**src/rtl/axi_slave_write_channel.sv**
```systemverilog
// AXI3 slave write path: accepts one AW burst and its W beats, drives a registered byte-strobed
// memory write port and returns one B response. Define AXI_WSLV_ERRCNT_EN to add err_count.
module axi_slave_write_channel #(
    parameter int WIDTH  = 32,
    parameter int SIZE   = 3,
    parameter int MEM_AW = 12
) (
    input  logic               clk,
    input  logic               resetn,
    input  logic               AWVALID,
    output logic               AWREADY,
    input  logic [WIDTH/8-1:0] AWID,
    input  logic [WIDTH-1:0]   AWADDR,
    input  logic [WIDTH/8-1:0] AWLEN,
    input  logic [SIZE-1:0]    AWSIZE,
    input  logic [SIZE-2:0]    AWBURST,
    input  logic               WVALID,
    output logic               WREADY,
    input  logic [WIDTH/8-1:0] WID,
    input  logic [WIDTH-1:0]   WDATA,
    input  logic [WIDTH/8-1:0] WSTRB,
    input  logic               WLAST,
    output logic               BVALID,
    input  logic               BREADY,
    output logic [WIDTH/8-1:0] BID,
    output logic [SIZE-2:0]    BRESP,
`ifdef AXI_WSLV_ERRCNT_EN
    output logic [15:0]        err_count,
`endif
    output logic               mem_wr_en,
    output logic [MEM_AW-1:0]  mem_wr_addr,
    output logic [WIDTH-1:0]   mem_wr_data,
    output logic [WIDTH/8-1:0] mem_wr_strb
);
    // state | meaning
    // IDLE  | waiting for an AW handshake
    // DATA  | accepting W beats of the latched burst
    // RESP  | B response held until BREADY
    localparam int IDW = WIDTH / 8;
    localparam int BW  = SIZE - 1;
    localparam int LW  = $clog2(WIDTH / 8);

    typedef enum logic [1:0] {IDLE, DATA, RESP} state_t;
    state_t state_q, state_d;

    logic [IDW-1:0]    id_q, len_q, cnt_q, lane_mask;
    logic [MEM_AW-1:0] addr_q, next_addr, nbytes, aligned, incr_addr, wlen, wrap_addr;
    logic [SIZE-1:0]   size_q;
    logic [BW-1:0]     burst_q, resp_q;
    logic              decerr_q, slverr_q, nowr_q;
    logic              aw_hs, w_hs, b_hs, end_beat, beat_err, aw_nowr;
    logic [LW-1:0]     off;
    int                eff;

    always_ff @(posedge clk or negedge resetn) begin
        if (!resetn) state_q <= IDLE;
        else         state_q <= state_d;
    end

    always_comb begin
        state_d = state_q;
        AWREADY = 1'b0;
        WREADY  = 1'b0;
        BVALID  = 1'b0;
        case (state_q)
            IDLE: begin
                AWREADY = 1'b1;
                if (AWVALID) state_d = DATA;
            end
            DATA: begin
                WREADY = 1'b1;
                if (WVALID && (WLAST || cnt_q == len_q)) state_d = RESP;
            end
            RESP: begin
                BVALID = 1'b1;
                if (BREADY) state_d = IDLE;
            end
            default: state_d = IDLE;
        endcase
    end

    assign aw_hs    = AWVALID && AWREADY;
    assign w_hs     = WVALID && WREADY;
    assign b_hs     = BVALID && BREADY;
    assign end_beat = WLAST || (cnt_q == len_q);
    assign beat_err = (WID != id_q) || (WLAST != (cnt_q == len_q));
    assign aw_nowr  = (AWBURST == BW'(3)) ||
                      ((AWBURST == BW'(2)) && !(AWLEN == IDW'(1) || AWLEN == IDW'(3) ||
                                               AWLEN == IDW'(7) || AWLEN == IDW'(15)));
    assign BID   = id_q;
    assign BRESP = resp_q;
    assign off   = addr_q[LW-1:0];

    always_comb begin
        nbytes    = MEM_AW'(1) << size_q;
        aligned   = addr_q & ~(nbytes - 1'b1);
        incr_addr = aligned + nbytes;
        wlen      = MEM_AW'({1'b0, len_q} + 1'b1) << size_q;
        wrap_addr = (addr_q & ~(wlen - 1'b1)) | (incr_addr & (wlen - 1'b1));
        case (burst_q)
            BW'(1):  next_addr = incr_addr;
            BW'(2):  next_addr = wrap_addr;
            default: next_addr = addr_q;
        endcase
    end

    // Beats wider than the bus are clamped to the lanes from the beat address up to the word end.
    always_comb begin
        lane_mask = '0;
        eff = (size_q > SIZE'(LW)) ? LW : int'(size_q);
        for (int i = 0; i < IDW; i++)
            if (i >= int'(off) && (i >> eff) == (int'(off) >> eff)) lane_mask[i] = 1'b1;
    end

    always_ff @(posedge clk or negedge resetn) begin
        if (!resetn) begin
            id_q        <= '0;
            addr_q      <= '0;
            len_q       <= '0;
            size_q      <= '0;
            burst_q     <= '0;
            cnt_q       <= '0;
            decerr_q    <= 1'b0;
            slverr_q    <= 1'b0;
            nowr_q      <= 1'b0;
            resp_q      <= '0;
            mem_wr_en   <= 1'b0;
            mem_wr_addr <= '0;
            mem_wr_data <= '0;
            mem_wr_strb <= '0;
        end else begin
            mem_wr_en <= 1'b0;
            if (aw_hs) begin
                id_q     <= AWID;
                addr_q   <= AWADDR[MEM_AW-1:0];
                len_q    <= AWLEN;
                size_q   <= AWSIZE;
                burst_q  <= AWBURST;
                cnt_q    <= '0;
                decerr_q <= |AWADDR[WIDTH-1:MEM_AW];
                nowr_q   <= aw_nowr;
                slverr_q <= aw_nowr || (AWSIZE > SIZE'(LW));
            end
            if (w_hs) begin
                cnt_q       <= cnt_q + 1'b1;
                addr_q      <= next_addr;
                slverr_q    <= slverr_q || beat_err;
                mem_wr_en   <= !(decerr_q || nowr_q);
                mem_wr_addr <= {addr_q[MEM_AW-1:LW], {LW{1'b0}}};
                mem_wr_data <= WDATA;
                mem_wr_strb <= WSTRB & lane_mask;
                if (end_beat)
                    resp_q <= decerr_q ? BW'(3) : ((slverr_q || beat_err) ? BW'(2) : BW'(0));
            end
        end
    end

`ifdef AXI_WSLV_ERRCNT_EN
    always_ff @(posedge clk or negedge resetn) begin
        if (!resetn)                                              err_count <= '0;
        else if (b_hs && resp_q != BW'(0) && err_count != 16'hFFFF) err_count <= err_count + 16'd1;
    end
`else
    logic unused_b_hs;
    assign unused_b_hs = b_hs;
`endif

endmodule

```
**config.mk**
```make
export PLATFORM = sky130hd
export DESIGN_NAME = axi_slave_write_channel
export DESIGN_NICKNAME = d
export VERILOG_FILES = /design/src/rtl/axi_slave_write_channel.sv
export SDC_FILE = /design/constraint.sdc
export NUM_CORES = 1
export LEC_CHECK = 0
export BUFFER_PORTS_ARGS = -buffer_cell sky130_fd_sc_hd__buf_2
export CORE_UTILIZATION = 48
export CTS_CLUSTER_DIAMETER = 80
export CTS_CLUSTER_SIZE = 28
export DETAILED_ROUTE_END_ITERATION = 16
export GPL_ROUTABILITY_DRIVEN = 0
export PLACE_DENSITY = 0.76
export SETUP_SLACK_MARGIN = 0.3
export SLEW_MARGIN = 25
export SYNTH_ARGS = -nofsm -noshare
export SYNTH_HDL_FRONTEND = slang
export SYNTH_SLANG_ARGS = --single-unit
```
**constraint.sdc**
```tcl
create_clock -name clk -period 8.6 [get_ports clk]
set_clock_uncertainty 0.2 [all_clocks]
set_input_delay 0.43 -clock clk [delete_from_list [all_inputs] [get_ports clk]]
set_output_delay 0.43 -clock clk [all_outputs]
set_load 0.03 [all_outputs]
```
* After elaboration in Yosys (flattened, before gate mapping) *
Index checks and enable logic that the tools add are counted.

word-level totals
  bits in registers = 83
  input port bits = 91
  output and inout port bits = 58
  logic and storage cells = 106

cells by class
  add/subtract/negate cells = 5
  order comparisons = 5
  eq/ne operators = 21
  shift-type cells = 7
  muxes and demuxes = 22
  bitwise gates (word level) = 7
  reductions and logical operators = 24

operators by type and width
  kind                                                           count
  == test 32 bit                                                 4
  right shift 1 x 3 -> 32 bit, first input constant              2
  right shift 2 x 3 -> 32 bit, first input constant              2
  AND 12 bit                                                     3
  right shift 2 x 3 -> 32 bit                                    1
  2-to-1 mux 12 bit                                              2
  NOT 12 bit                                                     2
  case mux 12 bit (2 select lines)                               1
  subtractor 12 x 1 -> 12 bit, second input constant             2
  OR reduction 20 bit                                            1
  adder 12 bit                                                   1
  bitwise OR 12 bit                                              1
  << shifter 1 x 3 -> 12 bit, first input constant               1
  << shifter 5 x 3 -> 12 bit                                     1
  2-to-1 mux 1 bit                                               10
  2-to-1 mux 2 bit                                               5
  logical OR 1 bit                                               9
  == test 2 bit, second input constant                           4
  2-to-1 mux 4 bit                                               2
  logical AND 1 bit                                              7
  greater-than comparator 3 x 2 -> 1 bit, second input constant  2
  != test 2 bit, second input constant                           3
  case mux 2 bit (3 select lines)                                1
  adder 4 x 1 -> 5 bit, second input constant                    1
  other kinds (19)                                               23

* Longest topological paths before layout *
  word-level depth = 10
  mapped depth = 15
  gate-level depth less buffers = 12

* Worst setup path before layout *
Ideal clock, no wire load.

  path type = register to register
  start point = register size_q[1]
  end point = register (tool-made name)
  setup time = 135 ps
  arrival = 2839 ps
  required time = 8265 ps
  setup slack = 5426 ps
  stages on the path, launching flop included = 15
  path buffers = 2
  period minus slack after synthesis = 3174 ps
  cell sequence = dfrtp_1 buf_4 or2_1 buf_4 nor2_2 inv_1 ha_1 mux2_1 a32o_1 a31oi_1 o21bai_1 a41oi_1 o21ai_0 a31oi_1 a31oi_1

RTL lines
  what                    RTL line  source
  from (decl)             48        logic [SIZE-1:0] size_q;
  from (signal assigned)  120       size_q <= '0;
  from (signal assigned)  137       size_q <= AWSIZE;

==> summary.md <==
| Metric | Value |
|---|---|
| Worst Hold Depth | `3` |
| Placed Instances | `800` |
| Sequential area share after synthesis | `43.90%` |
| Vias per inst | `about 5.5` |
| Row count | `35` |
| Sequential share of power | `a little under a third` |
| Post-Route WL | `approximately 12,000 µm` |
| Post-Synth XOR/XNOR Area | `around 4.3%` |
| Post-Layout Cell Count | `817` |
| Die Y | `101.3 µm` |
| Wire per inst | `15.02 µm` |
| Status | `finished clean` |
| Vias in the first global route | `approximately 4,400` |
| Reg-to-reg setup timing slack | `~4.6 ns` |
| DR pass1 iterations | `5` |
| Worst path slowest cell | `dfrtp_1` |
| Diode count | `0` |
| Die Area | `between 10,000 and 15,000 µm²` |
| Synth top area share | `a little over two fifths` |
| Fmax | `between 0.2 and 0.3 GHz` |
| Min cycle time layout | `3.959 ns` |
| Critical Path AT | `about 4 ns` |
| Simple-gate portion of the synthesized area | `between 20 and 25%` |
| ANT nets after route | `0` |
| Initial antenna violation count | `0` |
| DP Area | `~5500 µm²` |
| Vias | `about 4,500` |
| Hold Worst Slack | `roughly 0.063 ns` |
| Most frequent CP cell | `a31oi_1` |
| Combinational cell fraction of total power | `a little under three fifths` |
| Main synth FF type | `dfrtp_1` |
| Yosys warns | `0` |
| Hold Crit Class | `in2reg` |
| H-tree depth | `3` |
| Largest net degree at the start of global routing | `84` |
| Syn Std Cell Area | `roughly 4700 µm²` |
| Clk pwr share | `between 10% and 20%` |
| Largest family of logic cells by synthesized area | `simple AND/OR/NAND/NOR gates` |
| Starting Density | `around half` |
| Synth Area in Compound Gates | `roughly 16%` |
| Fin area | `5715 µm²` |
| Crit path cell chain | `nor3b_1 > inv_1 > ha_1 > mux2_1 > a32o_1 > a31oi_1 > o21bai_1 > a41oi_1 > o21ai_0 > a31oi_1 > a31oi_1` |
| CTS tree | `done` |
| Synth Area per Inst | `approximately 8.5 µm²` |
| FF-to-FF path depth | `11` |
| Detail Placement HPWL | `8954 µm` |
| Slew Limit Fails | `0` |
| Slew headroom | `42.18%` |
| Port buffer count | `146` |
| Die Wd | `a little over 100 µm` |
| Slowest Stage Delay on Critical Path | `around 0.90 ns` |
| Max_cap viols | `0` |
| Setup TNS | `0 ns` |
| Synth Instances | `~550` |
| Adder-cell share of the synthesized area | `2.116%` |
| # Post-CTS Setup Buffers | `0` |
| Nets@finish | `between 700 and 800` |
| CTS Buffer Depth | `2` |
| Root buf cell | `clkbuf_8` |
| Internal power | `~1.2 mW` |
| Endpoint class of the critical path | `flip-flop` |
| Period utilization | `a little under half` |
| Count leader, synth | `nand2_1` |
| Leading post-synthesis cells by cell area | `dfrtp_1, nand2_1, mux2_2` |
| WP data required | `approximately 8.6 ns` |
| Clk_lat worst skew | `approximately 0.35 ns` |
| Hold worst-path end | `mem_wr_data[9]$_DFFE_PN0P_` |
| HP Start | `WDATA[9]` |
| Pwr/cell area | `432.7 nW/µm²` |
| DR DRC count | `0` |
| Async SR Flop Fraction | `between 90% and 100%` |
| First-pass GRT wire length | `roughly 20,000 µm` |
| Switching part of the total | `just over 50%` |
| Cell variety after synth | `67` |
| CP startpoint kind | `flip-flop` |
| Final hold violation count | `0` |
| Sw power | `1.252 mW` |
| Synth Register Bits | `83` |
| Area leader, netlist | `dfrtp_1` |
| FF-to-FF Start | `size_q[0]$_DFFE_PN0P_` |
| Number of DRC markers after the initial detailed-route iteration | `roughly 330` |
| Clk slew on worst S/H paths | `about 0.090 ns` |
| Worst-path fanout max | `31` |
| Core Region | `around 9400 µm²` |
| Multiplexer area fraction after synthesis | `4.946%` |
| Leak | `roughly 2.9 nW` |
| RSZ-0062 raised after global routing | `false` |
| Crit-path leading delay family | `compound AO/OA/AOI/OAI gates` |
| CTS resizes | `0` |
| # setup viols final | `0` |
| Filler Cells Inserted | `between 800 and 900` |
| Clk sinks | `83` |
| Area growth, synth to finish | `20.81%` |
| TritonCTS buffer count | `9` |
| Max VDD drop | `approximately 0.24 mV` |
| Crit path kind | `reg2reg` |
| Layout cells sized above 1 | `between 20% and 30%` |
| IO Pins | `about 150` |
| Number of enable flip-flop cells after synthesis | `0` |
| GRT Total Usage | `around a quarter` |
| CTS Hold Bufs | `0` |
| Pin slew with the least headroom to its limit | `0.8651 ns` |
| Gr ovfl total | `0` |
| Top cells by count, synth | `nand2_1, dfrtp_1, o21ai_0, nor2_1, mux2_2` |
| CP Buf/Inv Count | `1` |
==> layout by cell type (no fill, tap or decap), types with 3 or more instances in the layout <==
cell type	n
o21ai_0	34
nand2b_1	5
xnor2_1	16
and2_1	5
clkbuf_8	9
dfrtp_1	83
nor4_1	6
nor3_1	5
a31oi_1	9
nor2b_1	11
nor2_1	20
nor3b_1	4
buf_2	145
mux2_2	18
a21oi_1	16
and3_1	3
a22oi_1	3
nand4_1	5
o22ai_1	3
a211o_1	3
nand2_1	169
ha_1	8
nand3_1	11
inv_1	15
a211oi_1	4
xor2_1	7
clkinvlp_4	3
==> tightest hold or removal path, delay by kind of cell <==
family / cells / cell delay, ns
buf+inv: 1 / 0.07
simple gates: 2 / 0.08
==> worst max path at each step <==
stage / start / endpoint / cells after the start / slack (ns)
after global placement: size_q[0]$_DFFE_PN0P_ / flip-flop / 11 / 4.81
after detailed placement: size_q[0]$_DFFE_PN0P_ / flip-flop / 11 / 4.67
after global routing: size_q[0]$_DFFE_PN0P_ / flip-flop / 11 / 4.26
after floorplan: size_q[1]$_DFFE_PN0P_ / flip-flop / 14 / 5.43
after CTS: size_q[0]$_DFFE_PN0P_ / flip-flop / 11 / 4.66
final: size_q[0]$_DFFE_PN0P_ / flip-flop / 11 / 4.64
==> metrics by stage <==
stage	utilization [%]	worst slack [ns]	total power [mW]
6_report	60.99	4.641	2.473
5_1_grt	60.99	4.255	2.656
4_1_cts	60.83	4.661	2.461
3_5_place_dp	58.70	4.667	2.168
3_3_place_gp	58.70	4.813	2.124
2_1_floorplan	-	5.426	1.804
==> power by group through the flow <==
stage / Clock [mW] / Sequential, mW / Combinational [mW]
after floorplan: 0 / 0.915 / 0.889
after global placement: 0 / 0.759 / 1.36
after detailed placement: 0 / 0.773 / 1.40
after CTS: 0.294 / 0.765 / 1.40
after global routing: 0.309 / 0.798 / 1.55
final: 0.290 / 0.767 / 1.42
==> layout make-up <==
cell class	count	area, µm²	area share, %
Clock inverter	7	75.07	1.313
Inverter	16	60.06	1.051
Clock buffer	9	123.9	2.167
Sequential cell	83	2077	36.34
Multi-Input combinational cell	424	2456	42.97
Tap cell	129	161.4	2.824
Timing Repair Buffer	149	762.0	13.33
==> per-layer routing <==
metal	track usage, %	wire length (µm)	vias up
met5	0	0	-
met4	7.915	229	0
met3	4.693	910	28
met2	40.76	5900	220
met1	31.49	5235	2060
li1	-	-	2163
==> cells by family after synthesis <==
logic type / count (synthesis)
flops: 83
mux: 21
fa+ha+maj: 8
xor+xnor: 23
compound gates: 112
other cells: 1
simple gates: 258
buf+inv: 48
Power figures use the tool's default switching activity.
